<file path="src/rtl/alu_pkg.sv">
// Shared types and constants for the two-requester ALU arbiter.
//   DATA_W      : operand / result width
//   CTRL_W      : ALU control code width
//   alu_op_e    : control codes understood by the current ALU (arbiter never decodes them)
//   arb_state_e : arbiter transaction states
package alu_pkg;

   localparam int unsigned DATA_W = 32;
   localparam int unsigned CTRL_W = 3;

   typedef enum logic [CTRL_W-1:0] {
      ADD = 3'b000,
      SUB = 3'b001,
      AND = 3'b010,
      OR  = 3'b011,
      SRL = 3'b101
   } alu_op_e;

   typedef enum logic [1:0] {
      IDLE,
      EXEC,
      RESP
   } arb_state_e;

   // Requester index to its bit in a 2-bit valid/ready vector.
   function automatic logic [1:0] idx_to_onehot(input logic idx);
      return idx ? 2'b10 : 2'b01;
   endfunction

endpackage

</file>
<file path="src/rtl/alu_arbiter_if.sv">
// Request/response bus between the two requesters and the ALU arbiter.
//   req_valid/req_ready : per-requester request handshake (bit i = requester i)
//   req_a*/req_b*/req_ctrl* : per-requester operands and control code
//   rsp_valid/rsp_ready : per-requester response handshake
//   rsp_result/rsp_zero : response payload, shared by both requesters
// Modports: master = requester side, slave = arbiter side.
interface alu_arbiter_if;
   import alu_pkg::*;

   logic [1:0]        req_valid;
   logic [1:0]        req_ready;
   logic [DATA_W-1:0] req_a0;
   logic [DATA_W-1:0] req_b0;
   logic [CTRL_W-1:0] req_ctrl0;
   logic [DATA_W-1:0] req_a1;
   logic [DATA_W-1:0] req_b1;
   logic [CTRL_W-1:0] req_ctrl1;
   logic [1:0]        rsp_valid;
   logic [1:0]        rsp_ready;
   logic [DATA_W-1:0] rsp_result;
   logic              rsp_zero;

   modport master (
      output req_valid, req_a0, req_b0, req_ctrl0, req_a1, req_b1, req_ctrl1, rsp_ready,
      input  req_ready, rsp_valid, rsp_result, rsp_zero
   );

   modport slave (
      input  req_valid, req_a0, req_b0, req_ctrl0, req_a1, req_b1, req_ctrl1, rsp_ready,
      output req_ready, rsp_valid, rsp_result, rsp_zero
   );

endinterface

</file>
<file path="src/rtl/alu_rr_arb.sv">
// Combinational two-way round-robin grant.
//   req_valid   : request vector (bit i = requester i)
//   ptr         : priority pointer, wins when both requesters are valid
//   grant       : index of the granted requester
//   grant_valid : at least one requester is valid
module alu_rr_arb (
   input  logic [1:0] req_valid,
   input  logic       ptr,
   output logic       grant,
   output logic       grant_valid
);

   always_comb begin
      grant       = 1'b0;
      grant_valid = |req_valid;
      unique case (req_valid)
         2'b01:   grant = 1'b0;
         2'b10:   grant = 1'b1;
         2'b11:   grant = ptr;
         default: grant = 1'b0;
      endcase
   end

endmodule

</file>
<file path="src/rtl/alu_arbiter.sv">
// Shares one external combinational ALU between two requesters.
// Operands/control/owner are registered on acceptance (IDLE -> EXEC), the ALU
// result and Zero flag are registered one cycle later (EXEC -> RESP), and the
// response is held until the owner accepts it (RESP -> IDLE).
//   clk, rst_n            : clock, asynchronous active-low reset
//   bus                   : request/response bus (slave modport)
//   alu_srca/alu_srcb     : registered ALU operands
//   alu_ctrl              : registered ALU control code
//   alu_result, alu_zero  : combinational ALU outputs
module alu_arbiter
   import alu_pkg::*;
(
   input  logic              clk,
   input  logic              rst_n,
   alu_arbiter_if.slave      bus,
   output logic [DATA_W-1:0] alu_srca,
   output logic [DATA_W-1:0] alu_srcb,
   output logic [CTRL_W-1:0] alu_ctrl,
   input  logic [DATA_W-1:0] alu_result,
   input  logic              alu_zero
);

   arb_state_e        state_q, state_d;
   logic              ptr_q;
   logic              owner_q;
   logic [DATA_W-1:0] srca_q, srcb_q;
   logic [CTRL_W-1:0] ctrl_q;
   logic [DATA_W-1:0] result_q;
   logic              zero_q;

   logic              grant;
   logic              grant_valid;
   logic              accept;
   logic              capture;
   logic [DATA_W-1:0] sel_a, sel_b;
   logic [CTRL_W-1:0] sel_ctrl;

   alu_rr_arb u_rr_arb (
      .req_valid   (bus.req_valid),
      .ptr         (ptr_q),
      .grant       (grant),
      .grant_valid (grant_valid)
   );

   assign sel_a    = grant ? bus.req_a1    : bus.req_a0;
   assign sel_b    = grant ? bus.req_b1    : bus.req_b0;
   assign sel_ctrl = grant ? bus.req_ctrl1 : bus.req_ctrl0;

   // Next state; accept/capture mark the edges that load the operand and
   // result registers.
   always_comb begin
      state_d = state_q;
      accept  = 1'b0;
      capture = 1'b0;
      case (state_q)
         IDLE: begin
            if (grant_valid) begin
               accept  = 1'b1;
               state_d = EXEC;
            end
         end
         EXEC: begin
            capture = 1'b1;
            state_d = RESP;
         end
         RESP: begin
            // Only the owner's ready completes the response.
            if (bus.rsp_ready[owner_q]) begin
               state_d = IDLE;
            end
         end
         default: state_d = IDLE;
      endcase
   end

   // Ready is gated by rst_n so nothing looks accepted while reset is held.
   always_comb begin
      bus.req_ready = 2'b00;
      if (rst_n && (state_q == IDLE) && grant_valid) begin
         bus.req_ready = idx_to_onehot(grant);
      end
   end

   always_comb begin
      bus.rsp_valid = 2'b00;
      if (state_q == RESP) begin
         bus.rsp_valid = idx_to_onehot(owner_q);
      end
   end

   assign bus.rsp_result = result_q;
   assign bus.rsp_zero   = zero_q;
   assign alu_srca       = srca_q;
   assign alu_srcb       = srcb_q;
   assign alu_ctrl       = ctrl_q;

   always_ff @(posedge clk or negedge rst_n) begin
      if (!rst_n) begin
         state_q <= IDLE;
      end else begin
         state_q <= state_d;
      end
   end

   always_ff @(posedge clk or negedge rst_n) begin
      if (!rst_n) begin
         ptr_q   <= 1'b0;
         owner_q <= 1'b0;
         srca_q  <= '0;
         srcb_q  <= '0;
         ctrl_q  <= '0;
      end else if (accept) begin
         ptr_q   <= ~grant;
         owner_q <= grant;
         srca_q  <= sel_a;
         srcb_q  <= sel_b;
         ctrl_q  <= sel_ctrl;
      end
   end

   always_ff @(posedge clk or negedge rst_n) begin
      if (!rst_n) begin
         result_q <= '0;
         zero_q   <= 1'b0;
      end else if (capture) begin
         result_q <= alu_result;
         zero_q   <= alu_zero;
      end
   end

endmodule
</file>
<file path="src/flat_wrapper.sv">
// flat-port wrapper written by rule: the top's interface ports become plain ports
module alu_arbiter_flat import alu_pkg::*;
  (clk, rst_n, alu_srca, alu_srcb, alu_ctrl, alu_result, alu_zero, bus_req_valid, bus_req_a0, bus_req_b0, bus_req_ctrl0, bus_req_a1, bus_req_b1, bus_req_ctrl1, bus_rsp_ready, bus_req_ready, bus_rsp_valid, bus_rsp_result, bus_rsp_zero);
  alu_arbiter_if bus_i ();
  input  logic clk;
  input  logic rst_n;
  output logic [DATA_W-1:0] alu_srca;
  output logic [DATA_W-1:0] alu_srcb;
  output logic [CTRL_W-1:0] alu_ctrl;
  input  logic [DATA_W-1:0] alu_result;
  input  logic alu_zero;
  input wire logic [$bits(bus_i.req_valid)-1:0] bus_req_valid;
  input wire logic [$bits(bus_i.req_a0)-1:0] bus_req_a0;
  input wire logic [$bits(bus_i.req_b0)-1:0] bus_req_b0;
  input wire logic [$bits(bus_i.req_ctrl0)-1:0] bus_req_ctrl0;
  input wire logic [$bits(bus_i.req_a1)-1:0] bus_req_a1;
  input wire logic [$bits(bus_i.req_b1)-1:0] bus_req_b1;
  input wire logic [$bits(bus_i.req_ctrl1)-1:0] bus_req_ctrl1;
  input wire logic [$bits(bus_i.rsp_ready)-1:0] bus_rsp_ready;
  output wire logic [$bits(bus_i.req_ready)-1:0] bus_req_ready;
  output wire logic [$bits(bus_i.rsp_valid)-1:0] bus_rsp_valid;
  output wire logic [$bits(bus_i.rsp_result)-1:0] bus_rsp_result;
  output wire logic [$bits(bus_i.rsp_zero)-1:0] bus_rsp_zero;
  assign bus_i.req_valid = bus_req_valid;
  assign bus_i.req_a0 = bus_req_a0;
  assign bus_i.req_b0 = bus_req_b0;
  assign bus_i.req_ctrl0 = bus_req_ctrl0;
  assign bus_i.req_a1 = bus_req_a1;
  assign bus_i.req_b1 = bus_req_b1;
  assign bus_i.req_ctrl1 = bus_req_ctrl1;
  assign bus_i.rsp_ready = bus_rsp_ready;
  assign bus_req_ready = bus_i.req_ready;
  assign bus_rsp_valid = bus_i.rsp_valid;
  assign bus_rsp_result = bus_i.rsp_result;
  assign bus_rsp_zero = bus_i.rsp_zero;
  alu_arbiter u_core (.clk(clk), .rst_n(rst_n), .bus(bus_i), .alu_srca(alu_srca), .alu_srcb(alu_srcb), .alu_ctrl(alu_ctrl), .alu_result(alu_result), .alu_zero(alu_zero));
endmodule
</file>
<file path="config.mk">
export PLATFORM = sky130hd
export DESIGN_NAME = alu_arbiter_flat
export DESIGN_NICKNAME = d
export VERILOG_FILES = /design/src/rtl/alu_pkg.sv /design/src/rtl/alu_arbiter_if.sv /design/src/rtl/alu_rr_arb.sv /design/src/rtl/alu_arbiter.sv /design/src/flat_wrapper.sv
export SDC_FILE = /design/constraint.sdc
export NUM_CORES = 1
export LEC_CHECK = 0
export CAP_MARGIN = 20
export CORE_AREA = 4 4 153 96
export CTS_CLUSTER_DIAMETER = 120
export DETAILED_ROUTE_END_ITERATION = 7
export DIE_AREA = 0 0 157 100
export PLACE_DENSITY_LB_ADDON = 0.25
export RECOVER_POWER = 100
export SETUP_SLACK_MARGIN = 0.4
export SLEW_MARGIN = 20
export SYNTH_ARGS = -nofsm -noshare
export SYNTH_HDL_FRONTEND = slang
export SYNTH_SLANG_ARGS = --single-unit
export TNS_END_PERCENT = 20
</file>
<file path="constraint.sdc">
create_clock -name clk -period 2.05 [get_ports clk]
set_input_delay 0.41 -clock clk [delete_from_list [all_inputs] [get_ports clk]]
set_output_delay 0.41 -clock clk [all_outputs]
set_load 0.005 [all_outputs]
</file>
Yosys cells after proc, flatten, opt, wreduce, memory -nomap -nowiden
Index checks and enable logic that the tools add are counted.
{"block": "totals", "inputBits": 173, "reg_bits": 104, "elab_cells": 37}
{"block": "op_classes", "eq_ne": 6, "n_lt_le_gt_ge": 1, "n_reduce_logical": 5, "n_bitwise": 1, "muxes": 16}
{"operator": "32-bit 2-to-1 mux", "n": 2}
{"operator": "2-bit 2-to-1 mux", "n": 6}
{"operator": "2-bit == test (second input constant)", "n": 3}
{"operator": "2-bit case mux with 3 select lines", "n": 1}
{"operator": "1-bit 2-to-1 mux", "n": 5}
{"operator": "2-bit by 1-bit != test with 1-bit output (second input constant)", "n": 2}
{"operator": "3-bit 2-to-1 mux", "n": 1}
{"operator": "2-bit by 1-bit == test with 1-bit output (second input constant)", "n": 1}
{"operator": "1-bit logical AND", "n": 2}
{"operator": "2-bit zero test", "n": 1}
{"operator": "1-bit by 2-bit less-than comparator with 1-bit output (second input constant)", "n": 1}
{"operator": "1-bit case mux with 2 select lines", "n": 1}
{"operator": "2-bit AND reduction", "n": 1}
{"operator": "2-bit OR reduction", "n": 1}
{"operator": "1-bit inverter", "n": 1}

Logic depth before layout (Yosys ltp)
Gate-level depths: netlist of the first run.
{"block": "depth", "word_depth": 4, "mapped_depth": 7}

By module
A second synthesis of the first run with hierarchy kept.
{"block": "unflattened", "hier_cells": 307, "hier_area_um2": 5326.4}
{"mod": "alu_arbiter", "cells_each": 304, "instances": 1, "area_per_inst_um2": 5308.8}
{"mod": "alu_rr_arb", "cells_each": 3, "instances": 1, "area_per_inst_um2": 17.5}

Worst setup path before layout of the first run
OpenSTA, ideal clock, no wires.
{"block": "synth_timing", "path_type": "input to output", "from": "input bus_req_valid[1]", "to": "output bus_req_ready[0]", "n_path_buf": 4, "arrival_time_ns": 1.246, "stages": 7, "required_time_ns": 1.640, "slack_ns": 0.394, "path_cell_list": "buf_4 > nand2_1 > and3_1 > buf_2 > buf_6 > buf_6 > and2_1"}
{"block": "synth_via", "elab_chain_cells": 4, "word_cells_on_any_way": 7}
{"item": "start: declaration", "line_no": "flat_wrapper.sv:12", "rtl": "input wire logic [$bits(bus_i.req_valid)-1:0] bus_req_valid;"}
{"item": "2-bit == test", "line_no": "alu_rr_arb.sv:16", "rtl": "unique case (req_valid)"}
{"item": "1-bit case mux with 2 select lines", "line_no": "alu_rr_arb.sv:16"}
{"item": "2-bit 2-to-1 mux", "line_no": "alu_pkg.sv:27", "rtl": "return idx ? 2'b10 : 2'b01;"}
{"item": "2-bit 2-to-1 mux (*)", "line_no": "alu_arbiter.sv:79", "rtl": "if (rst_n && (state_q == IDLE) && grant_valid) begin"}
{"item": "end: declaration", "line_no": "flat_wrapper.sv:20", "rtl": "output wire logic [$bits(bus_i.req_ready)-1:0] bus_req_ready;"}
Mark *: on every way between the ends. The rest lies on a longest branch, timed or not.

Worst setup path after layout of the first run
{"block": "layout_timing", "from": "register u_core.state_q[0]", "to": "register u_core.srcb_q[0], in the netlist u_core.alu_srcb[0]"}
{"block": "layout_via", "elab_chain_cells": 2}
{"item": "start: declaration", "line_no": "alu_arbiter.sv:23", "rtl": "arb_state_e state_q, state_d;"}
{"item": "start signal: assignment", "line_no": "alu_arbiter.sv:101", "rtl": "state_q <= state_d;"}
{"item": "2-bit zero test", "line_no": "alu_arbiter.sv:55", "rtl": "case (state_q)"}
{"item": "1-bit 2-to-1 mux", "line_no": "alu_arbiter.sv:55"}
{"item": "end signal: assignment", "line_no": "alu_arbiter.sv:116", "rtl": "srcb_q <= sel_b;"}
{"item": "end: declaration", "line_no": "alu_arbiter.sv:26", "rtl": "logic [DATA_W-1:0] srca_q, srcb_q;"}
Every way passes these cells.
A chain may end at the register's enable or synchronous reset.

==> impl_metrics.tcl, run 1 <==
set metrics [dict create \
    status "finished, final reports clean" \
    p_sw_mw 3.47 \
    cp_slowest_cell "clkbuf_4" \
    cp-endpoint "u_core.alu_srcb[0]$_DFFE_PN0P_" \
    power_density_nw_per_um2 1310 \
    p_clk_share_pct 16.2 \
    worstSetupPathType "flip-flop to flip-flop" \
    hold_viol 0 \
    holdWs_ps 454 \
    worst_ep_required_time_ps 2270 \
    core_area_um2 13300 \
    die_width_um 157 \
    syn-cell-area_um2 4540 \
    finish.instance_area_um2 7750 \
    drt-total-wl_um 16800 \
    grt_pass1_vias 4670 \
    pwr-share-comb_pct 48.1 \
    critPathLaunchType "flip-flop" \
    ys_ff_latch 104 \
    crit_family "buffers and inverters" \
    nFillCells 1104 \
    critPathBufInv 3 \
    critical-path-max-stage-delay_ps 430 \
    first_pass_iters 5 \
    ys_warn_count 0 \
    reg2regPathDepth 6 \
    grtUsageTotal_pct 21.2 \
    rsz0062_at_grt "yes" \
    crit_chain "nor2_2 > clkbuf_4 > buf_4 > o21ai_4 > clkbuf_4 > a221o_1" \
    viasPerCell 5.18 \
    fp-row-count 33 \
    dp_hpwl_um 12100 \
    nNetsFinal 836 \
    syn_inst 401 \
    yosysSeqAreaShare_pct 57.3 \
    max_freq_ghz 0.550 \
    p_leak_nw 3.27 \
    tightestPinTransition_ps 1400 \
    grt_first_pass_wirelength_um 26200 \
    ff2ff_setup_slack_ps 230 \
    p_sw_share_pct 34.2 \
    insertion_delay_ps 340 \
    finalMaxSlewViolations 0 \
    period_needed_ps 1820 \
    fin_cells 843 \
    ioPinCount 277 \
    syn-num-nets 574 \
    drive_gt1_share_pct 6.14 \
    antenna_found_initial 0 \
    finClkSkew_ps 6.01 \
    htreeDepth 3 \
    drv_cap 0 \
    dieArea_um2 15700 \
    critPathMostFrequentCell "clkbuf_4" \
    end_kind "flip-flop" \
    clk_pin_slew_ps 70 \
    drtIter0Drc 310 \
    path_depth 6 \
    grt.overflow.total 0 \
    internal_power_mw 6.67 \
    reg2reg_to "u_core.alu_srcb[0]$_DFFE_PN0P_" \
    p_total_mw 10.1 \
    wl_per_cell_um 20.0 \
    grt_max_degree 70 \
    syn2layout_area_growth_pct 70.6 \
    gp_congestion 0.890 \
    path_max_fanout 53 \
    irDropWorstVdd_mv 0.664 \
    cts_root_buf "clkbuf_16" \
    r2r-start "u_core.state_q[0]$_DFFE_PN0P_" \
    finalSetupViolations 0 \
    max-slew-margin-rel_pct 6.57 \
    antenna_cells 0 \
    hold_class "primary input to flip-flop" \
    critPathLaunch "u_core.state_q[0]$_DFFE_PN0P_" \
    p_seq_share_pct 35.8 \
    routed-via-count 4368 \
    cts_buffers 9 \
    arrival_ps 2040 \
    die_h_um 100 \
    antenna_left 0 \
    initial_core_util_pct 34.1 \
    min_period_over_period_pct 88.7 \
    dp_cells 822 \
    cts_max_path_buffers 2 \
    cts_sinks 104 \
    cts_tree "built" \
    portBuffers 276 \
    dpl_cell_area_um2 7440 \
    synth_cell_types 22 \
    avgSynthCellArea_um2 11.3 \
    drcViolationCount 0 \
]
cell usage after synthesis:
| master | number | area share [%] |
|---|---|---|
| dfrtp_1 | 104 | 57 |
| nand2_1 | 68 | 5.6 |
| a221o_1 | 67 | 15 |
| nor3_1 | 67 | 7.4 |
| mux2_1 | 33 | 8.2 |
| clkbuf_1 | 25 | 2.1 |
| buf_2 | 14 | 1.5 |
| nor2_1 | 4 | 0.33 |
| buf_4 | 2 | 0.33 |
| buf_6 | 2 | 0.50 |
| inv_1 | 2 | 0.17 |
| nand2b_1 | 2 | 0.28 |
| o21ai_1 | 2 | 0.22 |
| a21o_1 | 1 | 0.17 |
| and2_1 | 1 | 0.14 |
| and3_1 | 1 | 0.14 |
| inv_2 | 1 | 0.083 |
| mux2_2 | 1 | 0.25 |
| nand3b_1 | 1 | 0.17 |
| nor2b_1 | 1 | 0.14 |
| o21ai_0 | 1 | 0.11 |
| or2_1 | 1 | 0.14 |
power groups by stage:
stage | clock (mW) | combinational (mW) | sequential (mW)
4_1_cts | 1.70 | 5.38 | 3.68
3_5_place_dp | 0 | 5.28 | 3.68
6_report | 1.64 | 4.87 | 3.63
3_3_place_gp | 0 | 5.15 | 3.65
5_1_grt | 1.80 | 5.28 | 3.76
2_1_floorplan | 0 | 2.14 | 3.70
tightest hold or removal path: stages:
cell and delay [ps]:
buf_2 130, nand3b_1 110, o21ai_0 90
routing by layer:
metal  track usage (%)  part of all wire, %  routed length [µm]
met2              36.2                   49                8210
met1              26.6                   41                6920
met4              4.87                  1.5                 255
met3              6.72                  8.7                1460
met5                 0                    0                   0
through the flow:
step | TNS (ps) | utilization, % | setup slack (ps)
final | 0 | 58.1 | 231
after global routing | 0 | 58.1 | 143
after CTS | 0 | 58.3 | 333
after detailed placement | -12030 | 55.8 | -213
after global placement | -8680 | 55.8 | -164
after floorplan | 0 | - | 396
area by class of cell:
class	instances	area (µm²)	share of cell area, %
Inverter	3	11.3	0.145
Multi-Input combinational cell	251	1760	22.7
Clock buffer	9	225	2.91
Timing Repair Buffer	294	2870	37.1
Sequential cell	104	2600	33.6
Clock inverter	7	53.8	0.695
Tap cell	175	219	2.83
kinds of logic after synthesis:
group | after synthesis | share of synthesized area [%]
buffers and inverters | 46 | 4.68
AOI/OAI and AO/OA | 71 | 15.3
and+or+nand+nor | 146 | 14.3
DFF | 104 | 57.3
muxes | 34 | 8.43
cell usage in the layout (no fill, tap or decap), types with 4 or more instances in the layout:
cell type / instances
a221o_1: 67
buf_4: 7
buf_6: 4
clkbuf_1: 7
clkbuf_16: 9
clkbuf_4: 4
clkdlybuf4s50_1: 169
dfrtp_1: 104
dlygate4sd3_1: 99
mux2_1: 33
nand2_1: 68
nor3_1: 66
state kept, by name, indices dropped and copies added, names as in the netlist:
name / cells
u_core.state_q: 2
u_core.alu_srca: 32
u_core.alu_ctrl: 3
u_core.ptr_q: 1
u_core.bus.rsp_zero: 1
u_core.bus.rsp_result: 32
u_core.owner_q: 1
u_core.alu_srcb: 32
what timing repair did:
item | 4_1_cts | 5_1_grt
pin swaps | 3 | 5
setup buffers | 4 | 0
gates resized for setup | 24 | 9
hold buffers | 1 | 0
hold endpoints to repair | 9 | 0
setup endpoints to repair | 99 | 152
how the worst min path moves through the flow:
stage / cells after the start / to / start / slack (ps)
6_report: 3 / u_core.owner_q$_DFFE_PN0P_ / bus_req_valid[1] / 450
5_1_grt: 3 / u_core.owner_q$_DFFE_PN0P_ / bus_req_valid[1] / 460
4_1_cts: 2 / u_core.bus.rsp_result[30]$_DFFE_PN0N_ / rst_n / 100
3_5_place_dp: 1 / u_core.bus.rsp_result[2]$_DFFE_PN0N_ / rst_n / 250
3_3_place_gp: 1 / u_core.bus.rsp_result[31]$_DFFE_PN0N_ / rst_n / 250
2_1_floorplan: 0 / u_core.alu_ctrl[0]$_DFFE_PN0P_ / rst_n / 110
Power figures use the tool's default switching activity.
==> run 2: changes to the inputs <==
--- a/config.mk
+++ b/config.mk
@@ -8,6 +8,7 @@
 export CAP_MARGIN = 20
 export CORE_AREA = 4 4 153 96
 export CTS_CLUSTER_DIAMETER = 120
+export CTS_CLUSTER_SIZE = 12
 export DETAILED_ROUTE_END_ITERATION = 7
 export DIE_AREA = 0 0 157 100
 export PLACE_DENSITY_LB_ADDON = 0.25
==> results of run 2 <==
The final DEF is identical to that of run 1; final timing and power are the same.
